**config.mk**
```make
export PLATFORM = sky130hd
export DESIGN_NAME = ssd1306_spi_stream
export DESIGN_NICKNAME = d
export VERILOG_FILES = /design/src/rtl/ssd1306_spi_stream.sv
export SDC_FILE = /design/constraint.sdc
export NUM_CORES = 1
export LEC_CHECK = 0
export CAP_MARGIN = 20
export CORE_UTILIZATION = 65
export CTS_CLUSTER_DIAMETER = 100
export DETAILED_ROUTE_END_ITERATION = 8
export PLACE_DENSITY_LB_ADDON = 0.05
export RECOVER_POWER = 100
export SYNTH_ARGS = -nofsm -noshare
export SYNTH_HDL_FRONTEND = slang
export SYNTH_SLANG_ARGS = --single-unit
```
**constraint.sdc**
```tcl
create_clock -name clk -period 7.6 [get_ports clk]
set_clock_uncertainty 0.2 [all_clocks]
set_input_delay 2.28 -clock clk [delete_from_list [all_inputs] [get_ports clk]]
set_output_delay 2.28 -clock clk [all_outputs]
set_load 0.01 [all_outputs]
```
**src/rtl/ssd1306_spi_stream.sv**
```systemverilog
// 4-wire SPI driver for SSD1306-class OLED panels: hardware reset, init command list,
// then full-frame streaming from a valid/ready byte source with per-frame window and invert.
module ssd1306_spi_stream #(
    parameter int unsigned CLK_DIV         = 4,
    parameter int unsigned RES_LOW_CYCLES  = 27000,
    parameter int unsigned RES_WAIT_CYCLES = 27000,
    parameter int unsigned COLS            = 128,
    parameter int unsigned PAGES           = 8
) (
    input  logic       clk,
    input  logic       reset,
    input  logic [7:0] pix_data,
    input  logic       pix_valid,
    output logic       pix_ready,
    input  logic       invert,
    output logic       sclk,
    output logic       sdin,
    output logic       res,
    output logic       dc,
    output logic       cs,
    output logic       init_done,
    output logic       frame_done,
    output logic       busy
);

    localparam int unsigned FRAME_BYTES = COLS * PAGES;
    localparam int unsigned TMR_MAX     = (RES_LOW_CYCLES > RES_WAIT_CYCLES) ? RES_LOW_CYCLES : RES_WAIT_CYCLES;
    localparam int unsigned TMR_W       = $clog2(TMR_MAX + 1);
    localparam int unsigned DIV_W       = $clog2(CLK_DIV + 1);
    localparam int unsigned FB_W        = $clog2(FRAME_BYTES + 1);
    localparam int unsigned INIT_LEN    = 25;

    localparam logic [DIV_W-1:0] DIV_LAST   = DIV_W'(CLK_DIV - 1);
    localparam logic [TMR_W-1:0] RES_LOW_T  = TMR_W'(RES_LOW_CYCLES - 1);
    localparam logic [TMR_W-1:0] RES_WAIT_T = TMR_W'(RES_WAIT_CYCLES - 1);
    localparam logic [FB_W-1:0]  FB_LAST    = FB_W'(FRAME_BYTES);
    localparam logic [4:0]       INIT_END   = 5'(INIT_LEN);

    typedef enum logic [2:0] {
        S_RES_LOW,
        S_RES_WAIT,
        S_INIT,
        S_IDLE,
        S_INV,
        S_WIN,
        S_DATA
    } state_t;

    function automatic logic [7:0] init_byte(input logic [4:0] idx);
        logic [7:0] b;
        case (idx)
            5'd0:    b = 8'hAE;
            5'd1:    b = 8'hD5;
            5'd2:    b = 8'h80;
            5'd3:    b = 8'hA8;
            5'd4:    b = 8'(PAGES * 8 - 1);
            5'd5:    b = 8'hD3;
            5'd6:    b = 8'h00;
            5'd7:    b = 8'h40;
            5'd8:    b = 8'h8D;
            5'd9:    b = 8'h14;
            5'd10:   b = 8'h20;
            5'd11:   b = 8'h00;
            5'd12:   b = 8'hA1;
            5'd13:   b = 8'hC8;
            5'd14:   b = 8'hDA;
            5'd15:   b = 8'h12;
            5'd16:   b = 8'h81;
            5'd17:   b = 8'hCF;
            5'd18:   b = 8'hD9;
            5'd19:   b = 8'hF1;
            5'd20:   b = 8'hDB;
            5'd21:   b = 8'h40;
            5'd22:   b = 8'hA4;
            5'd23:   b = 8'hA6;
            5'd24:   b = 8'hAF;
            default: b = 8'h00;
        endcase
        return b;
    endfunction

    function automatic logic [7:0] win_byte(input logic [2:0] idx);
        logic [7:0] b;
        case (idx)
            3'd0:    b = 8'h21;
            3'd1:    b = 8'h00;
            3'd2:    b = 8'(COLS - 1);
            3'd3:    b = 8'h22;
            3'd4:    b = 8'h00;
            3'd5:    b = 8'(PAGES - 1);
            default: b = 8'h00;
        endcase
        return b;
    endfunction

    // Control FSM state
    state_t           state_q, state_d;
    logic [TMR_W-1:0] tmr_q, tmr_d;
    logic [4:0]       cmd_idx_q, cmd_idx_d;
    logic [FB_W-1:0]  byte_cnt_q, byte_cnt_d;
    logic             invert_q, invert_d;
    logic             res_q, res_d;
    logic             init_done_q, init_done_d;
    logic             frame_done_q, frame_done_d;

    // Serialiser state
    logic             active_q, active_d;
    logic [DIV_W-1:0] div_q, div_d;
    logic [3:0]       half_q, half_d;
    logic [7:0]       shreg_q, shreg_d;
    logic [DIV_W-1:0] gap_q, gap_d;
    logic             sclk_q, sclk_d;
    logic             sdin_q, sdin_d;
    logic             cs_q, cs_d;
    logic             dc_q, dc_d;

    logic             ser_ready;
    logic             ser_end;
    logic             load;
    logic [7:0]       load_byte;
    logic             load_dc;

    assign ser_ready = !active_q && (gap_q == '0);
    assign ser_end   = active_q && (div_q == DIV_LAST) && (half_q == 4'd15);

    always_comb begin
        state_d      = state_q;
        tmr_d        = tmr_q;
        cmd_idx_d    = cmd_idx_q;
        byte_cnt_d   = byte_cnt_q;
        invert_d     = invert_q;
        res_d        = res_q;
        init_done_d  = init_done_q;
        frame_done_d = 1'b0;
        load         = 1'b0;
        load_byte    = '0;
        load_dc      = 1'b0;

        case (state_q)
            S_RES_LOW: begin
                res_d = 1'b0;
                if (tmr_q == RES_LOW_T) begin
                    tmr_d   = '0;
                    res_d   = 1'b1;
                    state_d = S_RES_WAIT;
                end else begin
                    tmr_d = tmr_q + 1'b1;
                end
            end
            S_RES_WAIT: begin
                if (tmr_q == RES_WAIT_T) begin
                    tmr_d   = '0;
                    state_d = S_INIT;
                end else begin
                    tmr_d = tmr_q + 1'b1;
                end
            end
            S_INIT: begin
                if (cmd_idx_q != INIT_END) begin
                    if (ser_ready) begin
                        load      = 1'b1;
                        load_byte = init_byte(cmd_idx_q);
                        cmd_idx_d = cmd_idx_q + 1'b1;
                    end
                end else if (ser_end) begin
                    // init_done rises only once the final command has left the wire
                    init_done_d = 1'b1;
                    cmd_idx_d   = '0;
                    state_d     = S_IDLE;
                end
            end
            S_IDLE: begin
                if (pix_valid) begin
                    cmd_idx_d = '0;
                    if (invert != invert_q) begin
                        invert_d = invert;
                        state_d  = S_INV;
                    end else begin
                        state_d = S_WIN;
                    end
                end
            end
            S_INV: begin
                if (ser_ready) begin
                    load      = 1'b1;
                    load_byte = {7'b1010011, invert_q};
                    state_d   = S_WIN;
                end
            end
            S_WIN: begin
                if (ser_ready) begin
                    load      = 1'b1;
                    load_byte = win_byte(cmd_idx_q[2:0]);
                    if (cmd_idx_q == 5'd5) begin
                        cmd_idx_d = '0;
                        state_d   = S_DATA;
                    end else begin
                        cmd_idx_d = cmd_idx_q + 1'b1;
                    end
                end
            end
            S_DATA: begin
                if (byte_cnt_q != FB_LAST) begin
                    if (pix_valid && pix_ready) begin
                        load       = 1'b1;
                        load_byte  = pix_data;
                        load_dc    = 1'b1;
                        byte_cnt_d = byte_cnt_q + 1'b1;
                    end
                end else if (ser_end) begin
                    byte_cnt_d   = '0;
                    frame_done_d = 1'b1;
                    state_d      = S_IDLE;
                end
            end
            default: state_d = S_RES_LOW;
        endcase
    end

    // Bit n is shifted onto sdin on the falling sclk that ends bit n+1's high phase
    always_comb begin
        active_d = active_q;
        div_d    = div_q;
        half_d   = half_q;
        shreg_d  = shreg_q;
        gap_d    = gap_q;
        sclk_d   = sclk_q;
        sdin_d   = sdin_q;
        cs_d     = cs_q;
        dc_d     = dc_q;

        if (load) begin
            active_d = 1'b1;
            div_d    = '0;
            half_d   = '0;
            shreg_d  = {load_byte[6:0], 1'b0};
            sdin_d   = load_byte[7];
            sclk_d   = 1'b0;
            cs_d     = 1'b0;
            dc_d     = load_dc;
        end else if (active_q) begin
            if (div_q == DIV_LAST) begin
                div_d = '0;
                if (half_q == 4'd15) begin
                    active_d = 1'b0;
                    sclk_d   = 1'b0;
                    cs_d     = 1'b1;
                    gap_d    = DIV_LAST;
                end else begin
                    half_d = half_q + 1'b1;
                    sclk_d = ~sclk_q;
                    if (sclk_q) begin
                        sdin_d  = shreg_q[7];
                        shreg_d = {shreg_q[6:0], 1'b0};
                    end
                end
            end else begin
                div_d = div_q + 1'b1;
            end
        end else if (gap_q != '0) begin
            gap_d = gap_q - 1'b1;
        end
    end

    always_ff @(posedge clk) begin
        if (reset) begin
            state_q      <= S_RES_LOW;
            tmr_q        <= '0;
            cmd_idx_q    <= '0;
            byte_cnt_q   <= '0;
            invert_q     <= 1'b0;
            res_q        <= 1'b0;
            init_done_q  <= 1'b0;
            frame_done_q <= 1'b0;
            active_q     <= 1'b0;
            div_q        <= '0;
            half_q       <= '0;
            shreg_q      <= '0;
            gap_q        <= '0;
            sclk_q       <= 1'b0;
            sdin_q       <= 1'b0;
            cs_q         <= 1'b1;
            dc_q         <= 1'b0;
        end else begin
            state_q      <= state_d;
            tmr_q        <= tmr_d;
            cmd_idx_q    <= cmd_idx_d;
            byte_cnt_q   <= byte_cnt_d;
            invert_q     <= invert_d;
            res_q        <= res_d;
            init_done_q  <= init_done_d;
            frame_done_q <= frame_done_d;
            active_q     <= active_d;
            div_q        <= div_d;
            half_q       <= half_d;
            shreg_q      <= shreg_d;
            gap_q        <= gap_d;
            sclk_q       <= sclk_d;
            sdin_q       <= sdin_d;
            cs_q         <= cs_d;
            dc_q         <= dc_d;
        end
    end

    assign pix_ready  = (state_q == S_DATA) && ser_ready && (byte_cnt_q != FB_LAST);
    assign busy       = (state_q != S_IDLE);
    assign sclk       = sclk_q;
    assign sdin       = sdin_q;
    assign res        = res_q;
    assign dc         = dc_q;
    assign cs         = cs_q;
    assign init_done  = init_done_q;
    assign frame_done = frame_done_q;

endmodule
```
==> run metrics, run 1 <==
switching share of power=26.5%; part of the total power dissipated in the clock network=40.0%; detailed placement HPWL=6150 µm; CTS tree=built; total via count after detailed routing=3477; Met3 Wirelength=478 µm; length of routed met2 wiring=3910 µm; fraction of layout instances using a drive strength above 1=5.81%; unrepaired setup endpoints after global routing=false; width of the chip=78.9 µm; Die Outline Area=6230 µm²; final count of negative-setup-slack endpoints=0; final standard cell count with taps included and fillers excluded=554; Root Buffer Master=sky130_fd_sc_hd__clkbuf_8; number of vias per cell after detailed routing=6.28; post-synthesis async set-or-reset flop share=0%; actual transition at the worst max-transition pin=1.01 ns; last weighted congestion value of the routability-driven placer=0.885; register area share after synthesis=35.4%; total wire length=8670 µm; CORE AREA=5610 µm²; cell area after technology mapping=3850 µm²; fraction of the core area covered by cells at the end of the flow=74.6%; post-CTS setup-driven buffer insertion count=0; highest-count cells in the layout ignoring fill and taps=sky130_fd_sc_hd__dfxtp_1 (68), sky130_fd_sc_hd__nor2_1 (62), sky130_fd_sc_hd__a21oi_1 (40), sky130_fd_sc_hd__nand2_1 (28), sky130_fd_sc_hd__o21ai_0 (26); most common library cell in the layout ignoring fill and taps=sky130_fd_sc_hd__dfxtp_1; ratio of total power to cell area=176 nW/µm²; IO buf count=20; number of antenna violations at the first check in global routing=0; count of flip-flops with a built-in enable after synthesis=0; average wire per cell in the routed design=15.6 µm; synthesized instance count=468; post-detailed-route DRC marker count=0; Max Clk Rate=168 MHz; pin count of the biggest net entering global routing=26; CP startpoint kind=input port; CTS Buf Count=9; Max-slew headroom=32.6%; average instance area after synthesis=8.22 µm²; worst min-delay path class=reg -> reg; biggest fanout along the worst timing path=25; peak supply drop=0.130 mV; Synth Warn #=0; reported net switching power=0.000195 W; Layout area overhead=8.75%; outcome=finished, final reports clean; total of flip-flops plus latches after synthesis=68; count of distinct cell types in the synthesized netlist=73; Sinks on Clock Net=68; global-route wire length before repair=14600 µm; gr ovfl total=0; drt pass-1 iters=5; Rows=27; post-route worst hold slack=0.258 ns; total negative slack=0 ns; Sequential Power Share=49.9%; combinational fraction of design power=10.1%; Overall Global Routing Usage=29.9%; PnR Total Power=0.000737 W; max capacitance violation total=0; Hold Violations, Final=0; Initial DRC Count=243; predominant post-synthesis flop cell=sky130_fd_sc_hd__dfxtp_1; CP Data Required Time=7.66 ns; class of the most critical setup path=in -> reg; Pins Over Slew Limit=0; number of antenna-violating nets in the routed design=0; clock-pin slew on the worst setup and hold paths=0.07 ns; Tcrit/Tclk final=78.5%; number of nets in the layout=506; maximum root-to-sink buffer count=2; internal portion of total power=0.000542 W; vias in the first global route=3167; number of buffers inserted by hold repair at cts=0; DRT met1 WL=4060 µm; number of antenna repair diodes=0; Post-Synthesis Net Count=497; Die H=78.9 µm; count of pins on the block boundary=21; Worst EP arrival=6.03 ns; starting utilization of the core area=68.6%; highest signal layer in the routed design=met4; category of the worst setup path capture point=flip-flop; number of H-tree levels=3; post-layout min period=5.96 ns; clock latency on the worst-skew pair=0.35 ns; leakage dissipation=1.55 nW; post-cts resize count=0; number of placed instances with taps included=538
-- synthesized netlist by cell type (3+ instances only) --
master / number / area (µm²)
sky130_fd_sc_hd__a211oi_1: 9 / 67.6
sky130_fd_sc_hd__o22ai_1: 5 / 31.3
sky130_fd_sc_hd__nor2b_1: 5 / 31.3
sky130_fd_sc_hd__inv_1: 21 / 78.8
sky130_fd_sc_hd__buf_6: 4 / 45.0
sky130_fd_sc_hd__a221oi_1: 9 / 78.8
sky130_fd_sc_hd__nor3_1: 10 / 50.1
sky130_fd_sc_hd__nand2b_1: 5 / 31.3
sky130_fd_sc_hd__nand4_1: 5 / 31.3
sky130_fd_sc_hd__and2_1: 6 / 37.5
sky130_fd_sc_hd__a21oi_1: 40 / 200
sky130_fd_sc_hd__nor4_1: 4 / 25.0
sky130_fd_sc_hd__nand2_1: 28 / 105
sky130_fd_sc_hd__a2111oi_0: 3 / 26.3
sky130_fd_sc_hd__mux2i_1: 7 / 70.1
sky130_fd_sc_hd__a311oi_1: 3 / 26.3
sky130_fd_sc_hd__or3_1: 13 / 81.3
sky130_fd_sc_hd__ha_1: 17 / 213
sky130_fd_sc_hd__o21bai_1: 5 / 37.5
sky130_fd_sc_hd__xor2_1: 8 / 70.1
sky130_fd_sc_hd__nor2_1: 62 / 233
sky130_fd_sc_hd__and3_1: 6 / 37.5
sky130_fd_sc_hd__xnor2_1: 10 / 87.6
sky130_fd_sc_hd__dfxtp_1: 68 / 1360
sky130_fd_sc_hd__o21ai_0: 25 / 125
sky130_fd_sc_hd__buf_2: 4 / 20.0
sky130_fd_sc_hd__clkbuf_1: 10 / 37.5
sky130_fd_sc_hd__nand3_1: 17 / 85.1
-- through the flow --
step	instance area [µm²]	worst slack [ns]
4_1_cts	4210	2.33
5_1_grt	4180	1.42
3_5_place_dp	4010	1.99
2_1_floorplan	3850	2.96
3_3_place_gp	4010	2.11
6_report	4180	1.64
-- final cells by class --
| class | instances | area [µm²] |
|---|---|---|
| clock buffers | 10 | 128 |
| clock inverters | 6 | 65.1 |
| fillers | 447 | 1430 |
| inverters | 22 | 82.6 |
| multi-input cells | 355 | 2250 |
| flip-flops and latches | 68 | 1360 |
| well taps | 72 | 90.1 |
| repair buffers | 21 | 204 |
-- routing by layer --
layer / up-vias / GRT usage (%)
li1: 1712 / -
met5: - / 0
met4: 0 / 13.8
met2: 126 / 46.9
met1: 1618 / 40.4
met3: 21 / 4.60
-- final timing paths --
path | startpoint | end | slack (ns) | depth (start not counted)
worst max-delay path | reset | flip-flop | 1.64 | 8
worst min-delay path | shreg_q[2] | shreg_q[2] | 0.26 | 2
worst max register to register | cmd_idx_q[0] | flip-flop | 3.37 | 13
worst min register to register | shreg_q[2] | shreg_q[2] | 0.26 | 2
-- power by group through the flow --
stage / logic [W] / clock network (W) / registers, W
6_report: 0.0000747 / 0.000295 / 0.000368
5_1_grt: 0.0000821 / 0.000313 / 0.000368
4_1_cts: 0.0000730 / 0.000296 / 0.000367
3_5_place_dp: 0.0000722 / 0 / 0.000376
3_3_place_gp: 0.0000673 / 0 / 0.000376
2_1_floorplan: 0.0000534 / 0 / 0.000375
-- critical path, stage by stage --
cell and delay [ns]:
sky130_fd_sc_hd__dlygate4sd3_1 1.18, sky130_fd_sc_hd__clkbuf_1 0.54, sky130_fd_sc_hd__a211oi_1 0.11, sky130_fd_sc_hd__mux2i_1 0.57, sky130_fd_sc_hd__inv_1 0.40, sky130_fd_sc_hd__a2111oi_0 0.58
sky130_fd_sc_hd__a211oi_1 0.14, sky130_fd_sc_hd__a221oi_2 0.20
-- kinds of logic (layout without fill, tap and decap cells) --
logic type / count (synthesis) / in the layout / share of synthesized area (%)
simple gates: 181 / 181 / 23.9
flops: 68 / 68 / 35.4
fa+ha+maj: 17 / 17 / 5.53
xor+xnor: 18 / 18 / 4.10
buf+inv: 45 / 59 / 5.53
compound gates: 128 / 128 / 22.4
mux: 11 / 11 / 3.12
Power figures use the tool's default switching activity.
==> inputs of run 2 (changes only) <==
--- a/config.mk
+++ b/config.mk
@@ -6,7 +6,7 @@
 export NUM_CORES = 1
 export LEC_CHECK = 0
 export CAP_MARGIN = 20
-export CORE_UTILIZATION = 65
+export CORE_UTILIZATION = 60
 export CTS_CLUSTER_DIAMETER = 100
 export DETAILED_ROUTE_END_ITERATION = 8
 export PLACE_DENSITY_LB_ADDON = 0.05
==> constraint.sdc (replaced) <==
create_clock -name clk -period 5.7 [get_ports clk]
set_clock_uncertainty 0.2 [all_clocks]
set_input_delay 1.71 -clock clk [delete_from_list [all_inputs] [get_ports clk]]
set_output_delay 1.71 -clock clk [all_outputs]
set_load 0.01 [all_outputs]
==> run 2 against run 1 <==
Via count shrank 1.6%. Worst setup slack got worse by 0.81 ns. Sequential share of layout area down 0.24 points. First-iteration DRC count decreased by 23%. Sequential cell count did not move. Clock-buffer cell count rose by 1.
==> run metrics, run 2 (synthesis results as in run 1) <==
CP startpoint kind=input port; Overall Global Routing Usage=26.9% (-3.0 points); leakage dissipation=1.56 nW (+0.76%); CTS tree=built; drt pass-1 iters=5 (unchanged); last weighted congestion value of the routability-driven placer=0.888 (+0.30%); internal reg-to-reg setup slack=1.72 ns (-1.65 ns); switching share of power=25.6% (-0.87 points); post-CTS setup-driven buffer insertion count=0 (unchanged); Hold Violations, Final=0 (unchanged); clock-pin slew on the worst setup and hold paths=0.07 ns (about the same); count of pins on the block boundary=21 (unchanged); clock latency on the worst-skew pair=0.34 ns (about the same); class of the most critical setup path=in -> reg; Rows=28 (+3.7%); actual transition at the worst max-transition pin=1.01 ns (+0.00455 ns); Sequential Power Share=49.5% (-0.4 points); post-detailed-route DRC marker count=0 (unchanged); DRT met1 WL=4100 µm (+0.94%); maximum root-to-sink buffer count=2 (unchanged); total wire length=8400 µm (-3.1%); ratio of total power to cell area=235 nW/µm² (+33%); total via count after detailed routing=3422 (-1.6%); Tcrit/Tclk final=85.5%; highest signal layer in the routed design=met4; part of the total power dissipated in the clock network=40.8% (+0.8 points); total negative slack=0 ns (unchanged); number of H-tree levels=3 (unchanged); CORE AREA=6060 µm² (+8.1%); outcome=finished, final reports clean; post-layout min period=4.88 ns; number of antenna repair diodes=0 (unchanged); Max-slew headroom=32.3% (-0.30 points); post-cts resize count=0 (unchanged); Die H=82.1 µm (+4.0%); Initial DRC Count=187 (-23%); fraction of the core area covered by cells at the end of the flow=69.5% (-5.1 points); global-route wire length before repair=13800 µm (-6.1%); Worst EP arrival=4.88 ns (-1.15 ns); number of nets in the layout=508 (+0.40%); most common library cell in the layout ignoring fill and taps=sky130_fd_sc_hd__dfxtp_1; number of vias per cell after detailed routing=6.12 (-2.5%); fraction of layout instances using a drive strength above 1=6.61% (+0.80 points); Pins Over Slew Limit=0 (unchanged); number of antenna violations at the first check in global routing=0 (unchanged); detailed placement HPWL=6070 µm (-1.2%); vias in the first global route=2995 (-5.4%); average wire per cell in the routed design=15.0 µm (-3.9%); CP Data Required Time=5.70 ns (-1.96 ns); number of placed instances with taps included=543 (+0.93%); biggest fanout along the worst timing path=23 (-8.0%); unrepaired setup endpoints after global routing=false; pin count of the biggest net entering global routing=24 (-7.7%); peak supply drop=0.163 mV (+25%); Root Buffer Master=sky130_fd_sc_hd__clkbuf_8; Met3 Wirelength=416 µm (-13%); max capacitance violation total=0 (unchanged); Max Clk Rate=205 MHz; combinational fraction of design power=9.7% (-0.4 points); Sinks on Clock Net=68 (unchanged); starting utilization of the core area=63.5% (-5.1 points); final count of negative-setup-slack endpoints=0 (unchanged); reported net switching power=0.000254 W (+30%); internal portion of total power=0.000736 W (+36%); IO buf count=20 (unchanged); width of the chip=82.1 µm (+4.0%); category of the worst setup path capture point=flip-flop; gr ovfl total=0 (unchanged); number of buffers inserted by hold repair at cts=0 (unchanged); CTS Buf Count=9 (unchanged); Die Outline Area=6730 µm² (+8.1%); number of antenna-violating nets in the routed design=0 (unchanged); Layout area overhead=9.56%; highest-count cells in the layout ignoring fill and taps=sky130_fd_sc_hd__dfxtp_1 (68), sky130_fd_sc_hd__nor2_1 (62), sky130_fd_sc_hd__a21oi_1 (40), sky130_fd_sc_hd__nand2_1 (28), sky130_fd_sc_hd__o21ai_0 (26); final standard cell count with taps included and fillers excluded=559 (+0.90%); worst min-delay path class=reg -> reg; length of routed met2 wiring=3820 µm (-2.4%)
[run 2: cell count changes in the layout (fill, tap and decap cells not counted)]
cell                       before  now
sky130_fd_sc_hd__buf_4          0    2
sky130_fd_sc_hd__inv_1         22   21
sky130_fd_sc_hd__clkbuf_8       9   10
sky130_fd_sc_hd__inv_2          0    1
sky130_fd_sc_hd__and2_0         2    1
sky130_fd_sc_hd__inv_6          0    1
sky130_fd_sc_hd__mux2i_2        0    1
sky130_fd_sc_hd__mux2i_1        9    8
sky130_fd_sc_hd__clkinv_4       2    1
sky130_fd_sc_hd__and2_1         4    5
sky130_fd_sc_hd__clkinv_2       2    1
[run 2: layer usage]
metal  up-vias  global-route usage (%)
li1       1722                       -
met5         -                       0
met1      1613                    36.3
met4         0                    6.84
met2        78                    41.9
met3         9                    7.67
[run 2: path summary, 6_finish.rpt]
| check | cells after the start | to | start |
|---|---|---|---|
| max reg2reg | 9 | flip-flop | cmd_idx_q[0] |
| max | 8 | flip-flop | reset |
| min | 2 | shreg_q[2] | shreg_q[2] |
| min reg2reg | 2 | shreg_q[2] | shreg_q[2] |
[run 2: critical path, stage by stage]
cell	delay, ns
sky130_fd_sc_hd__dlygate4sd3_1	0.54
sky130_fd_sc_hd__clkbuf_1	0.75
sky130_fd_sc_hd__a211oi_1	0.13
sky130_fd_sc_hd__mux2i_1	0.69
sky130_fd_sc_hd__inv_2	0.28
sky130_fd_sc_hd__nor3_1	0.45
sky130_fd_sc_hd__o21bai_1	0.19
sky130_fd_sc_hd__o221ai_1	0.14
[run 2: cell type report]
class | instances | area [µm²]
clock buffers | 11 | 141
well taps | 75 | 93.8
clock inverters | 5 | 60.1
multi-input cells | 355 | 2260
flip-flops and latches | 68 | 1360
inverters | 22 | 82.6
fillers | 518 | 1850
repair buffers | 23 | 219
[run 2: per-stage QoR]
step / total power, W / setup slack, ns / hold WS (ns) / instance area (µm²)
finish: 0.000990 / 0.824 / 0.263 / 4210
global route: 0.00103 / 0.579 / 0.297 / 4210
CTS: 0.000996 / 1.34 / 0.266 / 4230
detailed placement: 0.000596 / 1.03 / 0.248 / 4030
global placement: 0.000593 / 1.05 / 0.245 / 4030
floorplan: 0.000571 / 1.63 / 0.232 / 3850
[run 2: power groups by stage]
stage,registers (W),clock network [W],logic [W]
CTS,0.000490,0.000410,0.0000964
detailed placement,0.000501,0,0.0000951
global placement,0.000501,0,0.0000921
global route,0.000491,0.000434,0.000108
floorplan,0.000500,0,0.0000712
finish,0.000490,0.000404,0.0000963
